File: src/rtl/fft_frame_sequencer.sv
// fft_frame_sequencer
// Drives the trigger FFT core (xfft_trigger). After reset it sends the core's
// configuration word. It then counts incoming samples, and once every
// HOP_SAMPLES samples it streams one FRAME_LEN-sample window from the circular
// sample RAM into the core's data channel. Before starting the next frame it
// waits for the core's output frame to complete. A start that finds two or
// more hops' worth of samples waiting sets the sticky overrun flag.
//
// Optional feature: when FFT_SEQ_RUNTIME_CFG_EN is defined, the block gains
// cfg_scale/cfg_update and re-sends the config word from IDLE.
//
// Ports:
//   clk, reset_b           system clock, async active-low reset
//   enable                 permits new frame starts
//   sample_ready           one pulse per sample written into the sample RAM
//   wr_addr                RAM write pointer (= address of the oldest sample)
//   ram_rd_addr/_data      RAM read port, data registered (1-cycle latency)
//   cfg_t*                 core config channel {0, scale[5:0], fwd=1}
//   s_t*                   core data channel, tlast on the final beat
//   m_tvalid/tready/tlast  monitored core output handshake
//   frame_busy             high from frame start until the output completes
//   frame_done             one-cycle pulse when the output frame completes
//   overrun, overrun_clr   sticky skipped-hop flag and its clear
//   cfg_scale, cfg_update  (FFT_SEQ_RUNTIME_CFG_EN only) runtime scale update
//
// state  | meaning
// -------+-------------------------------------------------
// CONFIG | config word offered until cfg_tready
// IDLE   | waiting for enable and a full hop of samples
// STREAM | reading RAM and delivering FRAME_LEN beats
// DRAIN  | waiting for the core's output tlast handshake
// DONE   | frame_done pulse; no start evaluated here

module fft_frame_sequencer #(
    parameter int         FRAME_LEN      = 64,
    parameter int         ADDR_W         = 6,
    parameter int         DATA_W         = 10,
    parameter int         HOP_SAMPLES    = 4,
    parameter logic [5:0] SCALE_SCHEDULE = 6'b101011
) (
    input  logic              clk,
    input  logic              reset_b,
    input  logic              enable,
    input  logic              sample_ready,
    input  logic [ADDR_W-1:0] wr_addr,
    output logic [ADDR_W-1:0] ram_rd_addr,
    input  logic [DATA_W-1:0] ram_rd_data,
    output logic              cfg_tvalid,
    output logic [7:0]        cfg_tdata,
    input  logic              cfg_tready,
    output logic              s_tvalid,
    output logic [31:0]       s_tdata,
    output logic              s_tlast,
    input  logic              s_tready,
    input  logic              m_tvalid,
    input  logic              m_tready,
    input  logic              m_tlast,
    output logic              frame_busy,
    output logic              frame_done,
    output logic              overrun,
    input  logic              overrun_clr
`ifdef FFT_SEQ_RUNTIME_CFG_EN
    ,
    input  logic [5:0]        cfg_scale,
    input  logic              cfg_update
`endif
);

    localparam int                CNT_W   = $clog2(FRAME_LEN + 1);
    localparam logic [CNT_W-1:0]  HOP_LVL = CNT_W'(HOP_SAMPLES);
    localparam logic [CNT_W:0]    OVR_LVL = (CNT_W + 1)'(2 * HOP_SAMPLES);
    localparam logic [CNT_W-1:0]  LEN_CNT = CNT_W'(FRAME_LEN);

    typedef enum logic [2:0] {CONFIG, IDLE, STREAM, DRAIN, DONE} state_t;

    state_t              state, state_nxt;
    logic [CNT_W-1:0]    hop_cnt;
    logic [CNT_W-1:0]    rd_cnt;
    logic [ADDR_W-1:0]   beat_cnt;
    logic                inflight;
    logic [DATA_W-1:0]   skid [2];
    logic                skid_wr_ptr, skid_rd_ptr;
    logic [1:0]          skid_cnt;
    logic [2:0]          occ_after_pop;
    logic                cfg_hs, start, pop, issue, out_done, cfg_pend_idle;
    logic [5:0]          cfg_scale_q;

    assign cfg_hs     = cfg_tvalid && cfg_tready;
    assign pop        = s_tvalid && s_tready;
    assign out_done   = m_tvalid && m_tready && m_tlast;
    assign s_tvalid   = (skid_cnt != 2'd0);
    assign s_tlast    = s_tvalid && (beat_cnt == ADDR_W'(FRAME_LEN - 1));
    assign s_tdata    = {16'b0, {(16 - DATA_W){1'b0}}, skid[skid_rd_ptr]};
    assign cfg_tdata  = {1'b0, cfg_scale_q, 1'b1};
    assign frame_busy = (state == STREAM) || (state == DRAIN);
    assign frame_done = (state == DONE);

`ifdef FFT_SEQ_RUNTIME_CFG_EN
    logic       cfg_pend;
    logic [5:0] pend_scale;

    always_ff @(posedge clk or negedge reset_b) begin
        if (!reset_b) begin
            cfg_pend    <= 1'b0;
            pend_scale  <= SCALE_SCHEDULE;
            cfg_scale_q <= SCALE_SCHEDULE;
        end else begin
            if (cfg_update) begin
                cfg_pend   <= 1'b1;
                pend_scale <= cfg_scale;
            end else if (cfg_hs && (pend_scale == cfg_scale_q)) begin
                // only retire the request once the value actually sent is current
                cfg_pend <= 1'b0;
            end
            if ((state == IDLE) && cfg_pend)
                cfg_scale_q <= pend_scale;
        end
    end

    assign cfg_pend_idle = cfg_pend;
`else
    assign cfg_scale_q   = SCALE_SCHEDULE;
    assign cfg_pend_idle = 1'b0;
`endif

    assign start = (state == IDLE) && !cfg_pend_idle && enable && (hop_cnt >= HOP_LVL);

    // Skid occupancy plus the read in flight must stay within two entries.
    assign occ_after_pop = {1'b0, skid_cnt} + {2'b00, inflight} - {2'b00, pop};
    assign issue = (state == STREAM) && (rd_cnt != LEN_CNT) && (occ_after_pop <= 3'd1);

    always_comb begin
        state_nxt = state;
        case (state)
            CONFIG: if (cfg_hs) state_nxt = IDLE;
            IDLE: begin
                if (cfg_pend_idle) state_nxt = CONFIG;
                else if (start)    state_nxt = STREAM;
            end
            STREAM: if (pop && s_tlast) state_nxt = DRAIN;
            DRAIN:  if (out_done) state_nxt = DONE;
            DONE:   state_nxt = IDLE;
            default: state_nxt = CONFIG;
        endcase
    end

    always_ff @(posedge clk or negedge reset_b) begin
        if (!reset_b) begin
            state      <= CONFIG;
            cfg_tvalid <= 1'b0;
            hop_cnt    <= '0;
            overrun    <= 1'b0;
        end else begin
            state      <= state_nxt;
            cfg_tvalid <= (state_nxt == CONFIG);
            if (start)
                hop_cnt <= sample_ready ? CNT_W'(1) : '0;
            else if (sample_ready && (hop_cnt != LEN_CNT))
                hop_cnt <= hop_cnt + CNT_W'(1);
            if (start && ({1'b0, hop_cnt} >= OVR_LVL))
                overrun <= 1'b1;
            else if (overrun_clr)
                overrun <= 1'b0;
        end
    end

    always_ff @(posedge clk or negedge reset_b) begin
        if (!reset_b) begin
            ram_rd_addr <= '0;
            rd_cnt      <= '0;
            beat_cnt    <= '0;
            inflight    <= 1'b0;
            skid[0]     <= '0;
            skid[1]     <= '0;
            skid_wr_ptr <= 1'b0;
            skid_rd_ptr <= 1'b0;
            skid_cnt    <= 2'd0;
        end else begin
            inflight <= issue;
            if (start) begin
                ram_rd_addr <= wr_addr;
                rd_cnt      <= '0;
                beat_cnt    <= '0;
            end else begin
                if (issue) begin
                    ram_rd_addr <= ram_rd_addr + ADDR_W'(1);
                    rd_cnt      <= rd_cnt + CNT_W'(1);
                end
                if (pop)
                    beat_cnt <= beat_cnt + ADDR_W'(1);
            end
            if (inflight) begin
                skid[skid_wr_ptr] <= ram_rd_data;
                skid_wr_ptr       <= ~skid_wr_ptr;
            end
            if (pop)
                skid_rd_ptr <= ~skid_rd_ptr;
            skid_cnt <= skid_cnt + {1'b0, inflight} - {1'b0, pop};
        end
    end

endmodule

File: config.mk
export PLATFORM = sky130hd
export DESIGN_NAME = fft_frame_sequencer
export DESIGN_NICKNAME = d
export VERILOG_FILES = /design/src/rtl/fft_frame_sequencer.sv
export SDC_FILE = /design/constraint.sdc
export NUM_CORES = 1
export LEC_CHECK = 0
export BUFFER_PORTS_ARGS = -buffer_cell sky130_fd_sc_hd__buf_4
export CAP_MARGIN = 20
export CORE_ASPECT_RATIO = 0.5
export CORE_MARGIN = 3
export CORE_UTILIZATION = 25
export CTS_BUF_LIST = sky130_fd_sc_hd__clkbuf_4 sky130_fd_sc_hd__clkbuf_8
export CTS_CLUSTER_SIZE = 28
export DETAILED_ROUTE_END_ITERATION = 7
export PLACE_DENSITY = 0.53
export SLEW_MARGIN = 10
export SYNTH_ARGS = -nofsm -noshare
export SYNTH_HDL_FRONTEND = slang
export SYNTH_SLANG_ARGS = --single-unit
File: constraint.sdc
create_clock -name clk -period 4.5 [get_ports clk]
set_clock_uncertainty 0.05 [all_clocks]
set_input_delay 0.9 -clock clk [delete_from_list [all_inputs] [get_ports clk]]
set_output_delay 0.9 -clock clk [all_outputs]
set_load 0.05 [all_outputs]
==> flow_summary.ini <==
[floorplan]
initial_core_util_pct = 26.16
design.portCount = 78
design.die.area_sq_mm = 0.01319
die_w_microns = 159.4
coreArea_sq_mm = 0.01125
die_h_microns = 82.72
rows = 27

[min_path]
min-delay-start = skid_wr_ptr
min_path_type = flip-flop to flip-flop
hold-path-endpoint = skid_wr_ptr
number_of_stages_on_the_worst_hold_path = 1

[logic_synthesis]
synthCells = 277
post-synth-top-count-cell = dfrtp_1
synth-async-reset-ratio_pct = 100.0
ys_ff_latch = 56
syn_avg_cell_area_sq_um = 10.62
synth-edff-count = 0
syn-cell-area_sq_mm = 0.002943
synth_largest_type_area_fraction_pct = 47.62
yosysUniqueCellTypes = 43
ys_flop_type = dfrtp_1
yosys-top-cells-count = dfrtp_1 (56), buf_4 (31), mux2_2 (30)
yosys.area.top_type = dfrtp_1
synth_sequential_area_ratio_pct = 47.62
synth.yosys.warnings = 0
yosys-top-cells-area = dfrtp_1 (48%), mux2_2 (11%), buf_4 (7.9%), ha_1 (3.4%), nand2_1 (2.3%)

[timing]
layout_setup_ws_ns = 0.7616
maxSlewViolCount = 0
grt_setup_unrepaired = false
max_freq_mhz = 267.5
setup-tns-final_ns = 0
timing_worst_slew_pin_value_ns = 0.7192
hold_ws_ns = 0.4465
final-setup-viol-count = 0
slew-limit-headroom_pct = 52.05
hold_violations = 0
period_share_pct = 83.08
timing.final.crit_period_ns = 3.738

[setup_path]
worst-endpoint-arrival_ns = 3.92
r2r-end = rd_cnt[3]
crit_path_max_fanout = 10
worst_setup_path_end_kind = flip-flop
worst-r2r-cell-count = 11
critical_path_rt_ns = 4.69
start_kind = input pin
critPathKind = input pin to flip-flop
regToRegSetupSlack_ns = 0.88
reg2reg_from = skid_cnt[1]

[layout]
finish.instance_area_sq_mm = 0.003462
layout_cells_sized_above_1_pct = 28.22
final_net_count = 360
postLayoutCoreUtil_pct = 30.78
layoutNonFillerInstCount = 485
num_antenna_cells = 0
layout-area-overhead-vs-synth_pct = 17.64

[detailed_routing]
route.detailed.vias_per_inst = 4.307
post_drt_wl_per_cell_microns = 12.28
antenna_left = 0
drt_drc_violations_left = 0
detailedRoute.firstIterationViolations = 79
first_pass_iters = 4
wl_microns = 5956
num_vias = 2089

[outcome]
outcome = finished clean

[global_routing]
initial_antenna_violation_count = 0
grt_max_degree = 57
grt.total_usage_pct = 9.288
wire_length_of_the_first_global_routing_pass_microns = 9804
grt.overflow.total = 0
first_global_vias = 2015

[placement]
portBuffers = 47
placement.cell_area_sq_mm = 0.003357
place_congestion = 0.7480
post-place-ws_ns = 0.4487
place_inst = 476
place_hpwl_microns = 4271

[clock_tree]
clock_latency_ns = 0.31
cts_inserted_buffers = 5
cts_sinks = 56
worst_setup_hold_path_clk_slew_ns = 0.10
clk_root_buffer_cell = clkbuf_8
cts_max_level = 2
tritoncts = done
post_cts_hold_buffer_count = 0
postCtsSetupRepairBufs = 0
clock_tree.buffer_depth = 2
cts-resized-gates = 0

[power_and_ir_drop]
power.ir.vdd_worst_mv = 0.1786
static-leakage-power_nw = 1.594
finalPower_mw = 2.468
p_per_area_mw_per_mm2 = 712.8

[job]
cap_viol_max_count = 0
cell families after synthesis:
family,after synthesis,synth area share (%)
AO/OA/AOI/OAI,44,9.482
XOR/XNOR,10,2.976
adder cells (fa/ha/maj),9,4.082
buffers and inverters,52,10.67
flip-flops,56,47.62
multiplexers,31,11.82
other,2,0.2552
AND/OR/NAND/NOR,73,13.09
where the power goes:
group	internal, mW	switching (mW)
sequential	0.713	0.197
combinational	0.486	0.770
clock	0.138	0.164
state kept, by name (all words and copies together) (netlist names):
name / flops
skid_rd_ptr: 1
state: 3
skid_cnt: 2
beat_cnt: 6
hop_cnt: 7
cfg_tvalid: 1
rd_cnt: 7
inflight: 1
skid_wr_ptr: 1
skid: 20
ram_rd_addr: 6
overrun: 1
per-layer routing:
layer	share of wire [%]	wire, microns	vias to the layer above	GRT usage (%)
li1	-	-	1007	-
met1	47	2792	1027	11.49
met2	47	2811	51	16.20
met3	5.1	301	4	2.641
met4	0.84	50	0	2.620
met5	0	0	-	0
worst max-delay path: stages:
cell and delay [ns]:
buf_4 0.11, o21ai_1 0.20, inv_1 0.20, ha_1 0.32, inv_1 0.04, ha_1 0.18, fa_1 0.48, nor4b_2 0.28
o211ai_1 0.32, buf_4 0.27, or4_1 0.47, a21oi_1 0.15
layout make-up:
| cell class | count | area [sq um] |
|---|---|---|
| Fill cell | 1183 | 7787 |
| Sequential cell | 56 | 1401 |
| Multi-Input combinational cell | 197 | 1333 |
| Timing Repair Buffer | 50 | 375.4 |
| Tap cell | 159 | 198.9 |
| Clock buffer | 8 | 97.59 |
| Inverter | 15 | 56.30 |
cell usage in the layout (no fill, tap or decap), types with 2 or more instances in the layout:
cell / n
dfrtp_1: 56
buf_4: 50
mux2_2: 30
conb_1: 30
nand2_1: 18
nor2_1: 17
inv_1: 15
o21ai_0: 13
nand3_1: 8
a21oi_1: 8
ha_1: 8
xor2_1: 7
or3_1: 7
clkbuf_8: 6
o211ai_1: 5
or4_1: 5
nand4_1: 4
a31oi_1: 4
nor3_1: 3
xnor2_1: 3
o21ai_1: 2
nor3b_1: 2
nor2b_1: 2
and3_1: 2
a221o_1: 2
o31ai_1: 2
clkbuf_4: 2
worst max path at each step:
| stage | slack [ns] | from | cells past startpoint | endpoint |
|---|---|---|---|---|
| after global routing | 0.57 | s_tready | 12 | rd_cnt[3] |
| final | 0.76 | s_tready | 12 | rd_cnt[3] |
| after floorplan | 1.07 | s_tready | 10 | rd_cnt[5] |
| after CTS | 0.78 | s_tready | 12 | rd_cnt[3] |
| after global placement | 0.52 | s_tready | 12 | rd_cnt[3] |
| after detailed placement | 0.45 | s_tready | 12 | rd_cnt[3] |
Note: power is estimated with default switching activity, not from simulation.
